File: config.mk
export PLATFORM = sky130hd
export DESIGN_NAME = tmds_channel_decoder
export DESIGN_NICKNAME = d
export VERILOG_FILES = /design/src/rtl/tmds_channel_decoder.sv
export SDC_FILE = /design/constraint.sdc
export NUM_CORES = 1
export LEC_CHECK = 0
export ABC_CLOCK_PERIOD_IN_PS = 3500
export BUFFER_PORTS_ARGS = -buffer_cell sky130_fd_sc_hd__buf_2
export CAP_MARGIN = 20
export CORE_MARGIN = 2
export CORE_UTILIZATION = 30
export CTS_CLUSTER_SIZE = 20
export DETAILED_ROUTE_END_ITERATION = 10
export GPL_TIMING_DRIVEN = 0
export PLACE_DENSITY = 0.44
export SLEW_MARGIN = 30
export SYNTH_ARGS = -nofsm -noshare
export SYNTH_HDL_FRONTEND = slang
export SYNTH_SLANG_ARGS = --single-unit
File: constraint.sdc
create_clock -name clk_pixel -period 3.5 [get_ports clk_pixel]
set_clock_uncertainty 0.05 [all_clocks]
set_input_delay 0.7 -clock clk_pixel [delete_from_list [all_inputs] [get_ports clk_pixel]]
set_output_delay 0.7 -clock clk_pixel [all_outputs]
set_load 0.02 [all_outputs]
File: src/rtl/tmds_channel_decoder.sv
// TMDS receive channel: word alignment search, control/TERC4 classification
// and video byte decode for one channel of a parallel deserializer.
module tmds_channel_decoder #(
    parameter int unsigned N_LOCK       = 8,
    parameter int unsigned LOSS_TIMEOUT = 4096
) (
    input  logic       clk_pixel,
    input  logic       reset,
    input  logic [9:0] tmds_raw,
    output logic       locked,
    output logic [3:0] bit_offset,
    output logic       is_ctrl,
    output logic [1:0] ctrl,
    output logic       is_terc4,
    output logic [3:0] terc4,
    output logic [7:0] data,
    output logic       de
);

    typedef enum logic {
        S_SEARCH = 1'b0,
        S_LOCKED = 1'b1
    } state_e;

    localparam logic [7:0]  RUN_LAST = 8'(N_LOCK - 1);
    // Drop happens on the non-control symbol that brings the count to LOSS_TIMEOUT-1.
    localparam logic [15:0] WD_LAST  = 16'(LOSS_TIMEOUT - 2);

    state_e      state_q, state_d;
    logic [9:0]  prev_q;
    logic [3:0]  offset_q, offset_d;
    logic [7:0]  run_q, run_d;
    logic [15:0] wd_q, wd_d;
    logic        locked_q, locked_d;
    logic        is_ctrl_q, is_terc4_q, de_q;
    logic [1:0]  ctrl_q;
    logic [3:0]  terc4_q;
    logic [7:0]  data_q;

    logic [19:0] cat, cat_sh;
    logic [9:0]  win;
    logic [3:0]  off_inc;
    logic        tok_hit, terc_hit;
    logic [1:0]  tok_val;
    logic [3:0]  terc_val;
    logic [7:0]  d_inv, vid;

    assign cat     = {tmds_raw, prev_q};
    assign cat_sh  = cat >> offset_q;
    assign win     = cat_sh[9:0];
    assign off_inc = (offset_q == 4'd9) ? 4'd0 : offset_q + 4'd1;

    always_comb begin
        tok_hit = 1'b0;
        tok_val = 2'b00;
        case (win)
            10'b1101010100: begin tok_hit = 1'b1; tok_val = 2'b00; end
            10'b0010101011: begin tok_hit = 1'b1; tok_val = 2'b01; end
            10'b0101010100: begin tok_hit = 1'b1; tok_val = 2'b10; end
            10'b1010101011: begin tok_hit = 1'b1; tok_val = 2'b11; end
            default: ;
        endcase
    end

    always_comb begin
        terc_hit = 1'b1;
        terc_val = 4'h0;
        case (win)
            10'b1010011100: terc_val = 4'h0;
            10'b1001100011: terc_val = 4'h1;
            10'b1011100100: terc_val = 4'h2;
            10'b1011100010: terc_val = 4'h3;
            10'b0101110001: terc_val = 4'h4;
            10'b0100011110: terc_val = 4'h5;
            10'b0110001110: terc_val = 4'h6;
            10'b0100111100: terc_val = 4'h7;
            10'b1011001100: terc_val = 4'h8;
            10'b0100111001: terc_val = 4'h9;
            10'b0110011100: terc_val = 4'hA;
            10'b1011000110: terc_val = 4'hB;
            10'b1010001110: terc_val = 4'hC;
            10'b1001110001: terc_val = 4'hD;
            10'b0101100011: terc_val = 4'hE;
            10'b1011000011: terc_val = 4'hF;
            default:        terc_hit = 1'b0;
        endcase
    end

    // Undo the TMDS transition-minimising stage (XOR/XNOR chain).
    always_comb begin
        d_inv  = win[9] ? ~win[7:0] : win[7:0];
        vid    = 8'h00;
        vid[0] = d_inv[0];
        for (int i = 1; i < 8; i++) begin
            vid[i] = win[8] ? (d_inv[i] ^ d_inv[i-1])
                            : ~(d_inv[i] ^ d_inv[i-1]);
        end
    end

    always_comb begin
        state_d  = state_q;
        offset_d = offset_q;
        run_d    = run_q;
        wd_d     = wd_q;
        locked_d = locked_q;
        case (state_q)
            S_SEARCH: begin
                if (tok_hit) begin
                    if (run_q == RUN_LAST) begin
                        state_d  = S_LOCKED;
                        locked_d = 1'b1;
                        run_d    = 8'd0;
                        wd_d     = 16'd0;
                    end else begin
                        run_d = run_q + 8'd1;
                    end
                end else begin
                    run_d    = 8'd0;
                    offset_d = off_inc;
                end
            end
            S_LOCKED: begin
                if (tok_hit) begin
                    wd_d = 16'd0;
                end else if (wd_q == WD_LAST) begin
                    state_d  = S_SEARCH;
                    locked_d = 1'b0;
                    run_d    = 8'd0;
                    wd_d     = 16'd0;
                    offset_d = off_inc;
                end else begin
                    wd_d = wd_q + 16'd1;
                end
            end
            default: begin
                state_d  = S_SEARCH;
                locked_d = 1'b0;
            end
        endcase
    end

    always_ff @(posedge clk_pixel) begin
        if (reset) begin
            state_q    <= S_SEARCH;
            prev_q     <= 10'd0;
            offset_q   <= 4'd0;
            run_q      <= 8'd0;
            wd_q       <= 16'd0;
            locked_q   <= 1'b0;
            is_ctrl_q  <= 1'b0;
            ctrl_q     <= 2'b00;
            is_terc4_q <= 1'b0;
            terc4_q    <= 4'h0;
            data_q     <= 8'h00;
            de_q       <= 1'b0;
        end else begin
            state_q    <= state_d;
            prev_q     <= tmds_raw;
            offset_q   <= offset_d;
            run_q      <= run_d;
            wd_q       <= wd_d;
            locked_q   <= locked_d;
            is_ctrl_q  <= tok_hit;
            ctrl_q     <= tok_hit ? tok_val : 2'b00;
            is_terc4_q <= terc_hit;
            terc4_q    <= terc_hit ? terc_val : 4'h0;
            data_q     <= vid;
            de_q       <= locked_d & ~tok_hit;
        end
    end

    assign locked     = locked_q;
    assign bit_offset = offset_q;
    assign is_ctrl    = is_ctrl_q;
    assign ctrl       = ctrl_q;
    assign is_terc4   = is_terc4_q;
    assign terc4      = terc4_q;
    assign data       = data_q;
    assign de         = de_q;

endmodule

* Yosys cells after proc, flatten, opt, wreduce, memory -nomap -nowiden
Index checks and enable logic that the tools add are counted.
** Storage, ports and cells
- Register bits :: 57
- Input bits :: 12
- Output and inout port bits :: 22
** Operators by class
- Add/sub/neg operators :: 3
- Equal/unequal tests :: 28
- Shifts and indexed selects :: 1
- Muxes and demuxes :: 37
- Bitwise logic cells :: 19
- Reductions and logical operators :: 7
** Operators with widths (number)
- $eq 10x10->1 const B :: 11
- $eq 10x9->1 const B :: 8
- $mux 16 :: 4
- $pmux 4 s15 :: 1
- $mux 8 :: 5
- $pmux 16 s2 :: 1
- $shr 20x4->10 :: 1
- $mux 1 :: 17
- $add 16x1->16 const B :: 1
- $eq 16x12->1 const B :: 1
- $mux 4 :: 4
- $pmux 8 s2 :: 1
- $reduce_or 16->1 :: 1
- $eq 10x8->1 const B :: 1
- $not 1->1 :: 10
- $add 8x1->8 const B :: 1
- $eq 8x3->1 const B :: 1
- $ne 2x2->1 const B :: 4
- $not 8->8 :: 1
- $pmux 4 s2 :: 1
- $xor 1x1->1 :: 7
- $pmux 2 s3 :: 1
- $add 4x1->4 const B :: 1
- $eq 4x4->1 const B :: 1
- 7 further kinds :: 10

* Depth between registers and ports, before layout
- Word-level depth :: 7
- Mapped depth :: 18
- Mapped depth without buffers :: 14

* Least setup slack after synthesis
Ideal clock, no wire load.
- Path kind :: reg2reg
- Start point :: register offset_q[0] (netlist: bit_offset[0])
- End point :: register wd_q[14]
- Arrival time :: 3.784 ns
- Required time :: 3.371 ns
- Setup slack :: -0.413 ns
- Cell stages (with the launch flop) :: 17
- Clock period less this slack :: 3.913 ns
- Cell sequence :: dfxtp_1 > buf_6 > buf_2 > buf_2 > mux2_2 > a21oi_1 > o21ai_0 > a21o_1 > inv_1 > ha_1 > nand4_1 > nor4b_1 > a311oi_4 > a21boi_4 > nor2_1 > or4_1 > o211ai_1
** On the way
- Word-level cells in the longest chain between the ends :: 6
- Elaborated cells between the ends (all ways) :: 11
- Those cells by class :: 5 x eq/ne; 1 x shift; 3 x mux; 2 x reduce/logical
** Ends and longest elaborated chain
- from (decl) :: RTL line 31 : logic [3:0] offset_q, offset_d;
- from (signal assigned) :: RTL line 159 : offset_q <= offset_d;
- $shr 20x4->10 * :: RTL line 49 : assign cat_sh = cat >> offset_q;
- $eq 10x10->1 (tied with other cells) :: RTL line 56 : case (win)
- $reduce_or 4->1 (no line) *
- $mux 1 * :: RTL line 56
- $mux 16 / $ne 2x2->1 (equally long branches)
- $pmux 16 s2 / $reduce_and 2->1 (equally long branches)
- to (signal assigned) :: RTL line 161 : wd_q <= wd_d;
- to (decl) :: RTL line 33 : logic [15:0] wd_q, wd_d;
Mark *: on every way between the ends. The rest lies on a longest branch, timed or not.
A chain may end at the register's enable or synchronous reset.

* Worst setup path after layout
- Start point :: register offset_q[0] (netlist: bit_offset[0])
- End point :: register wd_q[4]
Same word-level chain as after synthesis.

==> metrics.md <==
| Metric | Value |
|---|---|
| Run status | finished, violations left |
| Failing checks | setup timing |
| Chip width | 114 um |
| Antenna violations before repair | 0 |
| Syn Area/Cell | ~8.7 um2 |
| TritonCTS clock tree | yes |
| Yosys reg bits | 57 |
| CP required | between 3 and 4 ns |
| IO Pins | 34 |
| # rows | 40 |
| Yosys Warn Count | 0 |
| Initial Util | between 30% and 40% |
| Kind of critical path | register to register |
| Avg Vias per Cell | 5.13 |
| Pleak | ~2.0 nW |
| RSZ-0062 raised after global routing | yes |
| Clock-pin slew on the worst setup and hold paths | 0.05 ns |
| CTS buffer count | 9 |
| Synth Instances | between 400 and 500 |
| CP Capture Type | register |
| Crit path max fanout | 6 |
| CP max stage delay | around 0.55 ns |
| # diodes | 0 |
| Pin count of the biggest net entering global routing | 11 |
| Seq/Total Area, Yosys | a little under a third |
| Syn-to-layout area delta | 41.1% |
| Least-Margin Pin Slew | slightly below 0.8 ns |
| Chip height | approximately 110 um |
| Post-route insts no fill | between 600 and 700 |
| Final setup vio count | 22 |
| Num Clock Sinks | 57 |
| Most frequent cells in the layout | 55 x dfxtp_1, 41 x buf_4, 41 x nor2_1, 34 x buf_2, 29 x nand2_1 |
| Global route overflow | 0 |
| Fin. max-slew vios | 0 |
| Worst hold-check path type | register to register |
| DRC errors left | 0 |
| Port bufs | 33 |
| Post-route antenna net violation count | 0 |
| DR WL/cell | 15.9 um |
| CORE AREA | around 12000 um2 |
| DRT Pass-1 Iters | 4 |
| Place WS | -0.557 ns |
| Crit path cell chain | buf_8 > buf_8 > mux2_4 > nor2_4 > a21oi_2 > mux4_2 > inv_2 > ha_4 > nand4_1 > nor4b_4 > a311oi_4 > buf_6 > a21boi_4 > buf_6 > nor3_4 > buf_6 > nor2_4 > clkbuf_16 > nor2_1 |
| Post-Route WL | 10500 um |
| Total GRT Usage | between 10% and 20% |
| GP Congestion | around 0.84 |
| Power density over cell area | 406 nW/um2 |
| Clk_lat worst skew | ~0.34 ns |
| Crit-path slowest cell | mux4_2 |
| DPL Wire Length | just over 7000 um |
| H-tree depth | 3 |
| DRC violation total after the first TritonRoute iteration | 141 |
| Post-route setup slack | -0.154 ns |
| Post-synthesis async set-or-reset flop share | 0% |
| Number of synthesized flops with an enable pin | 0 |
| Prevailing post-synth register cell | dfxtp_1 |
| Tmin final | approximately 3.7 ns |
| CP Launch Type | register |
| Distinct cell type count after synthesis | 61 |
| First-pass GRT wire length | about 17000 um |
| Final core occ | 42.9% |
| Max_slew headroom | between 40% and 50% |
| Vias in the first global route | 3371 |
| Hold Vio Cnt, Final | 0 |
| Placed Cells | roughly 600 |
| Clk buf depth | 2 |
| Overall Power | about 0.0021 W |
| Clock Tree Root | clkbuf_16 |
| Layout fillers | about 1200 |
| Syn_nets | roughly 450 |
| Nets | about 540 |
| Layout cells sized above 1 | a little under two fifths |
| Arr. time, crit path | around 3.8 ns |
| Most common cell after layout, fill and taps aside | dfxtp_1 |
| Crit share post-route | 104% |
| Vias post-DR | about 3400 |
| Cell mode on critical path | buf_6 |
| Maxcap violations | 0 |
| VDD IR max | between 0.0002 and 0.00025 V |
| Die Footprint | between 10000 and 15000 um2 |
| Fmax | between 200 and 300 MHz |
| Mapped cell area | about 3600 um2 |
[power breakdown]
| part | internal (W) | switching [W] | total, W |
|---|---|---|---|
| combinational | 0.000279 | 0.000295 | 0.000574 |
| clock | 0.000472 | 0.000320 | 0.000792 |
| sequential | 0.000682 | 0.0000155 | 0.000698 |
| total | 0.00143 | 0.000630 | 0.00206 |
[final cells by class]
type	count	area (um2)	area share (%)
Buffer	18	130	2.56
Tap cell	147	184	3.61
Clock buffer	10	229	4.50
Clock inverter	6	35.0	0.688
Inverter	20	75.1	1.48
Sequential cell	57	1140	22.5
Multi-Input combinational cell	319	2620	51.5
Timing Repair Buffer	86	672	13.2
[Yosys cell counts, types with 12 or more instances]
cell      instances  area, um2
nand2_1          31        116
nor2b_1          12       75.1
o21ai_0          19       95.1
nand3_1          22        110
clkbuf_1         12       45.0
a21oi_1          14       70.1
dfxtp_1          57       1140
mux2i_1          26        260
ha_1             19        238
inv_1            19       71.3
nor2_1           47        176
xnor2_1          13        114
[critical path, delay by kind of cell (launching register included)]
family	cells	cell delay [ns]
and+or+nand+nor	6	0.85
AOI/OAI and AO/OA	3	0.28
muxes	2	0.89
DFF	1	0.35
adders and majority gates	1	0.13
buffers and inverters	7	0.97
[path summary, 6_finish.rpt]
path,start,end,slack (ns),depth (start not counted)
worst max-delay path,bit_offset[0],wd_q[4],-0.15,19
worst min-delay path,wd_q[5],wd_q[5],0.43,2
worst max register to register,bit_offset[0],wd_q[4],-0.15,19
worst min register to register,wd_q[5],wd_q[5],0.43,2
[routing by layer]
| metal | global-route usage (%) | wire length, um | up-vias |
|---|---|---|---|
| met5 | 0 | 0 | - |
| li1 | - | - | 1687 |
| met3 | 4.52 | 486 | 21 |
| met2 | 28.5 | 5240 | 77 |
| met4 | 6.91 | 234 | 0 |
| met1 | 21.3 | 4590 | 1613 |
[registers in the layout (all words and copies together) (netlist names)]
name        count
bit_offset      4
is_terc4        1
wd_q           16
is_ctrl         1
prev_q         10
locked          1
state_q         1
run_q           8
data            8
ctrl            2
de              1
terc4           4
[metrics by stage]
step                TNS, ns  hold WS (ns)  area [um2]
floorplan           -0.0632         0.377        3640
global placement     -14.27         0.396        3990
detailed placement   -13.03         0.405        3990
CTS                   -1.23         0.419        4840
global route          -6.51         0.464        5090
finish                -2.10         0.427        5090
[logic make-up (layout without fill, tap and decap cells)]
| group | after synthesis | count (layout) | synth area share [%] |
|---|---|---|---|
| AND/OR/NAND/NOR | 156 | 156 | 21.3 |
| AO/OA/AOI/OAI | 80 | 80 | 16.0 |
| flip-flops | 57 | 57 | 31.6 |
| multiplexers | 41 | 41 | 14.4 |
| buffers and inverters | 39 | 140 | 4.44 |
| XOR/XNOR | 23 | 23 | 5.59 |
| adder cells (fa/ha/maj) | 19 | 19 | 6.59 |
[timing repair]
action	CTS	global route
setup endpoints to repair	36	36
hold buffers	0	0
resized for setup	73	34
cloned	2	1
buffers inserted	34	17
pin swaps	17	13
No activity file was read; power rests on OpenSTA's default activity.
